**src/rtl/riscv_ctrl_pkg.sv**
```systemverilog
// Shared encodings for the multi-cycle RV32 control path: FSM states, major
// opcodes and the ALU operand/operation select codes.
package riscv_ctrl_pkg;

  typedef enum logic [3:0] {
    StFetch    = 4'd0,
    StDecode   = 4'd1,
    StExecute  = 4'd2,
    StAluWb    = 4'd3,
    StMemAddr  = 4'd4,
    StMemRead  = 4'd5,
    StMemWb    = 4'd6,
    StMemWrite = 4'd7,
    StBranch   = 4'd8,
    StTrap     = 4'd9
  } state_e;

  localparam logic [6:0] OP_RTYPE  = 7'b0110011;
  localparam logic [6:0] OP_LOAD   = 7'b0000011;
  localparam logic [6:0] OP_STORE  = 7'b0100011;
  localparam logic [6:0] OP_BRANCH = 7'b1100011;

  localparam logic [1:0] ALU_OP_ADD   = 2'b00;
  localparam logic [1:0] ALU_OP_SUB   = 2'b01;
  localparam logic [1:0] ALU_OP_FUNCT = 2'b10;

  localparam logic [1:0] SRC_A_PC    = 2'b00;
  localparam logic [1:0] SRC_A_REG   = 2'b01;
  localparam logic [1:0] SRC_A_OLDPC = 2'b10;

  localparam logic [1:0] SRC_B_REG  = 2'b00;
  localparam logic [1:0] SRC_B_FOUR = 2'b01;
  localparam logic [1:0] SRC_B_IMM  = 2'b10;

endpackage

```
**src/rtl/ctrl_out_decode.sv**
```systemverilog
// Combinational state -> control word decoder (Moore outputs only). The fetch
// completion strobes depend on mem_ready and are formed by the caller using fetch_o.
module ctrl_out_decode
  import riscv_ctrl_pkg::*;
(
  input  logic [3:0] state_i,
  output logic       fetch_o,
  output logic       pc_write_cond_o,
  output logic       iord_o,
  output logic       mem_read_o,
  output logic       mem_write_o,
  output logic       mem_to_reg_o,
  output logic       reg_write_o,
  output logic [1:0] alu_src_a_o,
  output logic [1:0] alu_src_b_o,
  output logic [1:0] alu_op_o,
  output logic       trap_o
);

  state_e state;
  assign state = state_e'(state_i);

  // Per-state control word; everything not named for a state stays 0.
  always_comb begin
    fetch_o         = 1'b0;
    pc_write_cond_o = 1'b0;
    iord_o          = 1'b0;
    mem_read_o      = 1'b0;
    mem_write_o     = 1'b0;
    mem_to_reg_o    = 1'b0;
    reg_write_o     = 1'b0;
    alu_src_a_o     = SRC_A_PC;
    alu_src_b_o     = SRC_B_REG;
    alu_op_o        = ALU_OP_ADD;
    trap_o          = 1'b0;
    unique case (state)
      StFetch: begin
        fetch_o     = 1'b1;
        mem_read_o  = 1'b1;
        alu_src_a_o = SRC_A_PC;
        alu_src_b_o = SRC_B_FOUR;
        alu_op_o    = ALU_OP_ADD;
      end
      StDecode: begin
        // Branch target precomputed into ALUOut.
        alu_src_a_o = SRC_A_OLDPC;
        alu_src_b_o = SRC_B_IMM;
        alu_op_o    = ALU_OP_ADD;
      end
      StExecute: begin
        alu_src_a_o = SRC_A_REG;
        alu_src_b_o = SRC_B_REG;
        alu_op_o    = ALU_OP_FUNCT;
      end
      StAluWb: begin
        reg_write_o = 1'b1;
      end
      StMemAddr: begin
        alu_src_a_o = SRC_A_REG;
        alu_src_b_o = SRC_B_IMM;
        alu_op_o    = ALU_OP_ADD;
      end
      StMemRead: begin
        iord_o     = 1'b1;
        mem_read_o = 1'b1;
      end
      StMemWb: begin
        reg_write_o  = 1'b1;
        mem_to_reg_o = 1'b1;
      end
      StMemWrite: begin
        iord_o      = 1'b1;
        mem_write_o = 1'b1;
      end
      StBranch: begin
        alu_src_a_o     = SRC_A_REG;
        alu_src_b_o     = SRC_B_REG;
        alu_op_o        = ALU_OP_SUB;
        pc_write_cond_o = 1'b1;
      end
      StTrap: begin
        trap_o = 1'b1;
      end
      default: ;
    endcase
  end

endmodule

```
**src/rtl/multicycle_control.sv**
```systemverilog
// Main sequencing FSM of the multi-cycle RV32 core: holds the state register
// and next-state logic; the control word comes from ctrl_out_decode.
module multicycle_control
  import riscv_ctrl_pkg::*;
(
  input  logic       clk,
  input  logic       reset_n,
  input  logic [6:0] opcode,
  input  logic       zero,
  input  logic       mem_ready,
  output logic       pc_write,
  output logic       pc_write_cond,
  output logic       iord,
  output logic       mem_read,
  output logic       mem_write,
  output logic       ir_write,
  output logic       mem_to_reg,
  output logic       reg_write,
  output logic [1:0] alu_src_a,
  output logic [1:0] alu_src_b,
  output logic [1:0] alu_op,
  output logic       trap
);

  state_e state_q, state_d;
  logic   fetch;

  // zero is ANDed with pc_write_cond outside this block.
  logic unused_zero;
  assign unused_zero = zero;

  // State register; reset aborts any instruction in flight and restarts fetch.
  always_ff @(posedge clk or negedge reset_n) begin
    if (!reset_n) begin
      state_q <= StFetch;
    end else begin
      state_q <= state_d;
    end
  end

  // Next-state: opcode is only looked at in DECODE and MEM_ADDR.
  always_comb begin
    state_d = state_q;
    unique case (state_q)
      StFetch: begin
        if (mem_ready) state_d = StDecode;
      end
      StDecode: begin
        case (opcode)
          OP_RTYPE:           state_d = StExecute;
          OP_LOAD, OP_STORE:  state_d = StMemAddr;
          OP_BRANCH:          state_d = StBranch;
          default:            state_d = StTrap;
        endcase
      end
      StExecute: state_d = StAluWb;
      StAluWb:   state_d = StFetch;
      StMemAddr: begin
        // An opcode that changed to neither load nor store is treated as illegal.
        case (opcode)
          OP_LOAD:  state_d = StMemRead;
          OP_STORE: state_d = StMemWrite;
          default:  state_d = StTrap;
        endcase
      end
      StMemRead: begin
        if (mem_ready) state_d = StMemWb;
      end
      StMemWb: state_d = StFetch;
      StMemWrite: begin
        if (mem_ready) state_d = StFetch;
      end
      StBranch: state_d = StFetch;
      StTrap:   state_d = StTrap;
      default:  state_d = StTrap;
    endcase
  end

  ctrl_out_decode u_ctrl_out_decode (
    .state_i         (state_q),
    .fetch_o         (fetch),
    .pc_write_cond_o (pc_write_cond),
    .iord_o          (iord),
    .mem_read_o      (mem_read),
    .mem_write_o     (mem_write),
    .mem_to_reg_o    (mem_to_reg),
    .reg_write_o     (reg_write),
    .alu_src_a_o     (alu_src_a),
    .alu_src_b_o     (alu_src_b),
    .alu_op_o        (alu_op),
    .trap_o          (trap)
  );

  // Fetch completion strobes: the only outputs that depend on an input.
  always_comb begin
    ir_write = fetch & mem_ready;
    pc_write = fetch & mem_ready;
  end

endmodule

```
**config.mk**
```make
export PLATFORM = sky130hd
export DESIGN_NAME = multicycle_control
export DESIGN_NICKNAME = d
export VERILOG_FILES = /design/src/rtl/riscv_ctrl_pkg.sv /design/src/rtl/ctrl_out_decode.sv /design/src/rtl/multicycle_control.sv
export SDC_FILE = /design/constraint.sdc
export NUM_CORES = 1
export LEC_CHECK = 0
export ABC_CLOCK_PERIOD_IN_PS = 1600
export BUFFER_PORTS_ARGS = -buffer_cell sky130_fd_sc_hd__buf_4
export CELL_PAD_IN_SITES_DETAIL_PLACEMENT = 0
export CELL_PAD_IN_SITES_GLOBAL_PLACEMENT = 1
export CORE_UTILIZATION = 27
export DETAILED_ROUTE_END_ITERATION = 7
export PLACE_DENSITY_LB_ADDON = 0.1
export SYNTH_ARGS = -nofsm -noshare
export SYNTH_HDL_FRONTEND = slang
export SYNTH_SLANG_ARGS = --single-unit
```
**constraint.sdc**
```tcl
create_clock -name clk -period 1.6 [get_ports clk]
set_input_delay 0.16 -clock clk [delete_from_list [all_inputs] [get_ports clk]]
set_output_delay 0.16 -clock clk [all_outputs]
set_load 0.02 [all_outputs]
```
==> results of run 1 <==
synth_stat cells, drive strengths merged:
cell type / n / share of area
a21oi: 4 / 0.047
a2bb2oi: 1 / 0.020
or4: 2 / 0.044
o31ai: 1 / 0.017
nor2b: 2 / 0.029
o21ai: 2 / 0.023
nor4bb: 1 / 0.023
nor2: 8 / 0.070
nor3b: 1 / 0.017
a2111oi: 1 / 0.020
nor3: 2 / 0.023
nand2: 3 / 0.026
a21boi: 1 / 0.017
a31o: 1 / 0.020
a211oi: 1 / 0.017
buf: 2 / 0.026
dfrtp: 4 / 0.23
nor4b: 2 / 0.041
and3: 2 / 0.029
inv: 2 / 0.017
clkbuf: 4 / 0.035
nand2b: 1 / 0.015
and2: 3 / 0.044
xnor2: 3 / 0.061
and4: 1 / 0.020
and3b: 1 / 0.020
a31oi: 1 / 0.015
nor4: 2 / 0.029
power by group through the flow:
stage / Sequential (mW) / Clock, mW / Combinational, mW
2_1_floorplan: 0.170 / 0 / 0.465
3_3_place_gp: 0.199 / 0 / 0.721
3_5_place_dp: 0.196 / 0 / 0.719
4_1_cts: 0.179 / 0.132 / 0.787
5_1_grt: 0.186 / 0.140 / 0.940
6_report: 0.182 / 0.128 / 0.868
metal layers:
metal / share of wire / vias up
met1: 0.46 / 266
met2: 0.45 / 24
met3: 0.068 / 4
li1: - / 292
met4: 0.015 / 0
met5: 0 / -
how the worst max path moves through the flow:
stage	start	end	slack, ns
after floorplan	state_q[0]	pc_write	-0.13
after global placement	opcode[6]	state_q[1]	0.09
after detailed placement	opcode[6]	state_q[1]	0.09
after CTS	state_q[0]	mem_read	-0.02
after global routing	state_q[2]	alu_src_a[0]	-0.06
final	state_q[2]	mem_read	0.06
stage by stage:
step,hold slack [ns],area (um^2),TNS (ns),utilization,setup slack [ns]
after floorplan,-0.136,458,-0.342,-,-0.135
after global placement,-0.0444,677,0,0.455,0.0875
after detailed placement,-0.0411,677,0,0.455,0.0854
after CTS,0.206,733,-0.0170,0.492,-0.0170
after global routing,0.223,821,-0.106,0.551,-0.0556
final,0.215,821,0,0.551,0.0567
area by class of cell:
class	count	area [um^2]	share of cell area
flip-flops and latches	4	104	0.127
multi-input cells	47	353	0.430
well taps	16	20.0	0.0244
repair buffers	40	314	0.383
inverters	2	7.51	0.00915
clock buffers	3	22.5	0.0274
cell families after synthesis:
group / share of synthesized area
AND/OR/NAND/NOR: 0.430
AO/OA/AOI/OAI: 0.198
buffers and inverters: 0.0785
flip-flops: 0.233
XOR/XNOR: 0.0611
worst max-delay path, stage by stage, from the launching register on:
cell and delay, ns:
dfrtp_2 0.46, buf_4 0.17, xnor2_2 0.15, nor3b_1 0.20
buf_4 0.17
what timing repair did:
| action | in CTS | in global routing |
|---|---|---|
| hold endpoints to repair | 4 | 0 |
| setup endpoints to repair | 8 | 5 |
| hold buffers | 1 | 0 |
| setup buffers | 2 | 7 |
| pin swaps | 0 | 1 |
| resized for setup | 4 | 7 |
==> metrics.cfg, run 1 <==
[timing]
finalMaxSlewViolations=0
post-route-period-util=0.965
fmax_mhz=648
setup_viol=0
hold_violations=0
fin_skew_ns=0.00504
worst_slew_pin_slew_ns=0.403
period_needed_ns=1.54
relSlewSlack=0.724
rsz0062_at_grt=yes

[critical_path]
crit_fanout=9
worstSetupStartpointType=register
end_kind=output port
path_class=register to output port
ff2ff_path_depth=5
worstReg2RegEnd=state_q[1]
worstPathRequired_ns=1.44
rrSetupSlack_ns=0.13
critPathArrivalTime_ns=1.38
r2r-start=state_q[2]

[floorplanning]
fp.dieW_um=41.9
dieHeight_um=41.9
rows=14
boundaryPins=26
core_mm2=0.00149
dieArea_mm2=0.00176
start_util=0.289

[placement]
dp.cells=99
portBuffers=24
hpwl_um=878
gp_congestion=0.747

[yosys]
ys_types=30
ys_ff_latch=4
yosysSeqAreaShare=0.233
synth_cells=59
syn_nets=70
yosysWarnings=0
syn_avg_cell_area_um2=7.30
netlist_area_um2=430

[grt]
grt_pass1_wl_mm=2.14
grt_use_total=0.158
grt_pass1_vias=487
grt_max_degree=14
busiest_layer=met2
met2_usage=0.231
overflow=0
grt_util_met1=0.220
use_met3=0.0174
antenna_found_initial=0

[finish]
fillers=152
area_growth_pct=90.7
mostFrequentLayoutCells=36 x buf_4, 8 x nor2_1, 4 x a21oi_1
drive_above_1_share=0.573
final_cells=112
n_antenna_cell=0
layout.nets=109
largest_register_ffs=4
layout_commonest_cell=buf_4
regMostFlops=state_q
top_regs=state_q: 4 flops

[clocking]
clk_latency_ns=0.24
cts_root_buffer=clkbuf_4
cts_tree=done
clkSinkCount=4
clk_pin_slew_ns=0.04
clock_path_buffers=2
htree_num_levels=1
cts_buffers=3

[power_and_ir_drop]
p_leak_nw=0.380
ir_drop_uv=645
combPwrFrac=0.737
seq_power_share=0.154
power.density_mw_per_mm2=1440
p_int_uw=650
p_sw_frac=0.448
switchingPower_uw=528
finalPower_mw=1.18
p_clk_frac=0.109

[detailed_routing]
ant_nets=0
drcViolationCount=0
drt-pass1-iter-count=4
routed_via_density=5.23
vias=586
drtIter0Drc=5
wl_mm=1.29
wire_per_inst_um=11.6

[min_path]
min_from=mem_ready
min_path_type=primary input to register
whs_endpoint=state_q[0]
holdPathStages=3

[status]
outcome=completed

[job]
drv_cap=0

(Power assumes the default switching activity.)
==> inputs of run 2 (changes only) <==
REMOVE_ABC_BUFFERS = 1   (was not set)
==> run 2 against run 1 <==
Against the previous run:
- sequential power is 19% higher
- critical path depth stayed put
- sequential cell count stayed put
- first-iteration DRC count is 60% lower
- clock power is 5% lower
- design area is 4.7% lower
- sequential share of layout area is 1.1 points higher
- worst setup slack worse by 0.0070 ns
- maximum frequency is 0.45% lower
- non-clock buffer count is 4 lower
- total power is 4.5% higher
- highest routed layer is now met3
==> metrics.cfg, run 2 (synthesis gave the netlist of run 1 again) <==
[clocking]
clk_latency_ns=0.23
clk_pin_slew_ns=0.04
cts_buffers=3
cts_root_buffer=clkbuf_4
clkSinkCount=4
clock_path_buffers=2
cts_tree=done
htree_num_levels=1

[placement]
gp_congestion=0.686
hpwl_um=846
detailed_place.area_um2=634
post-place-ws_ns=0.0819
portBuffers=24
dp.cells=97

[job]
drv_cap=0

[detailed_routing]
routed_via_density=5.09
drcViolationCount=0
wl_mm=1.28
drtIter0Drc=2
ant_nets=0
wire_per_inst_um=11.8
vias=550
drt-pass1-iter-count=2

[critical_path]
path_cells=buf_4, nor4_4, and2_4, buf_4
worstSetupStartpointType=register
crit_fanout=4
end_kind=output port
worstReg2RegEnd=state_q[1]
crit_path_max_incr_delay_ns=0.42
critPathArrivalTime_ns=1.39
rrSetupSlack_ns=0.10
worstPathRequired_ns=1.44
cp_common_cell=buf_4
slowest_stage=dfrtp_2
path_class=register to output port
r2r-start=state_q[0]
ff2ff_path_depth=5

[timing]
post-route-period-util=0.969
whs_ns=0.227
finalMaxSlewViolations=0
finalSetupTns_ns=0
setup_viol=0
setup_slack_ns=0.0497
relSlewSlack=0.758
worst_slew_pin_slew_ns=0.354
period_needed_ns=1.55
fmax_mhz=645
hold_violations=0
fin_skew_ns=0.00420

[grt]
antenna_found_initial=0
overflow=0
grt_pass1_wl_mm=1.82
grt_use_total=0.132
grt_max_degree=16
grt_pass1_vias=433

[min_path]
whs_endpoint=state_q[0]
min_path_type=primary input to register
holdPathStages=3
min_from=mem_ready

[power_and_ir_drop]
combPwrFrac=0.725
p_clk_frac=0.099
p_leak_nw=0.356
ir_drop_uv=525
seq_power_share=0.176
switchingPower_uw=533
power.density_mw_per_mm2=1570
p_int_uw=698
p_sw_frac=0.433

[floorplanning]
start_util=0.289
rows=14
fp.dieW_um=41.9
core_mm2=0.00149
dieHeight_um=41.9
boundaryPins=26
dieArea_mm2=0.00176

[finish]
largest_register_ffs=4
fillers=154
n_antenna_cell=0
final_cells=108
top_regs=state_q: 4 flops
stdcell_area_um2=782
layout_commonest_cell=buf_4
area_growth_pct=81.7
mostFrequentLayoutCells=33 x buf_4, 8 x nor2_1
layout.nets=105
regMostFlops=state_q
drive_above_1_share=0.554

[status]
outcome=completed

-- run 2: final cells by class --
| cell class | count | area [um^2] | share of cell area |
|---|---|---|---|
| Tap cell | 16 | 20.0 | 0.0256 |
| Multi-Input combinational cell | 47 | 342 | 0.437 |
| Sequential cell | 4 | 108 | 0.138 |
| Inverter | 2 | 7.51 | 0.00960 |
| Timing Repair Buffer | 36 | 283 | 0.362 |
| Clock buffer | 3 | 22.5 | 0.0288 |
-- run 2: per-layer routing --
metal | wire, um | GRT usage
met5 | 0 | 0
met4 | 0 | 0.0387
met1 | 618 | 0.161
met2 | 601 | 0.231
met3 | 55 | 0.0261
-- run 2: how the worst max path moves through the flow --
| stage | start | endpoint | slack [ns] | depth (start not counted) |
|---|---|---|---|---|
| 6_report | state_q[3] | pc_write | 0.05 | 4 |
| 5_1_grt | state_q[3] | pc_write | -0.0002 | 4 |
| 4_1_cts | state_q[3] | mem_write | 0.03 | 4 |
| 3_5_place_dp | opcode[6] | state_q[1] | 0.08 | 4 |
| 3_3_place_gp | state_q[0] | state_q[1] | 0.08 | 4 |
| 2_1_floorplan | state_q[1] | ir_write | -0.32 | 2 |
-- run 2: metrics by stage --
step / utilization / total power, mW
after floorplan: - / 0.572
after global placement: 0.426 / 0.894
after detailed placement: 0.426 / 0.893
after CTS: 0.458 / 1.04
after global routing: 0.525 / 1.32
final: 0.525 / 1.23
-- run 2: power by group through the flow --
stage | combinational (mW) | clock [mW] | sequential [mW]
4_1_cts | 0.677 | 0.126 | 0.237
3_3_place_gp | 0.664 | 0 | 0.229
3_5_place_dp | 0.664 | 0 | 0.229
5_1_grt | 0.958 | 0.137 | 0.221
6_report | 0.893 | 0.122 | 0.217
2_1_floorplan | 0.367 | 0 | 0.205
-- run 2: timing repair --
item	CTS	global route
gates resized for setup	5	8
gates cloned	0	0
setup endpoints to repair	8	7
setup buffers	0	7
hold endpoints to repair	4	0
pin swaps	0	1
hold buffers	1	0
-- run 2: critical path: cells and delay by family (launching register included) --
family	cells	cell delay, ns
and+or+nand+nor	2	0.45
buffers and inverters	2	0.29
DFF	1	0.42
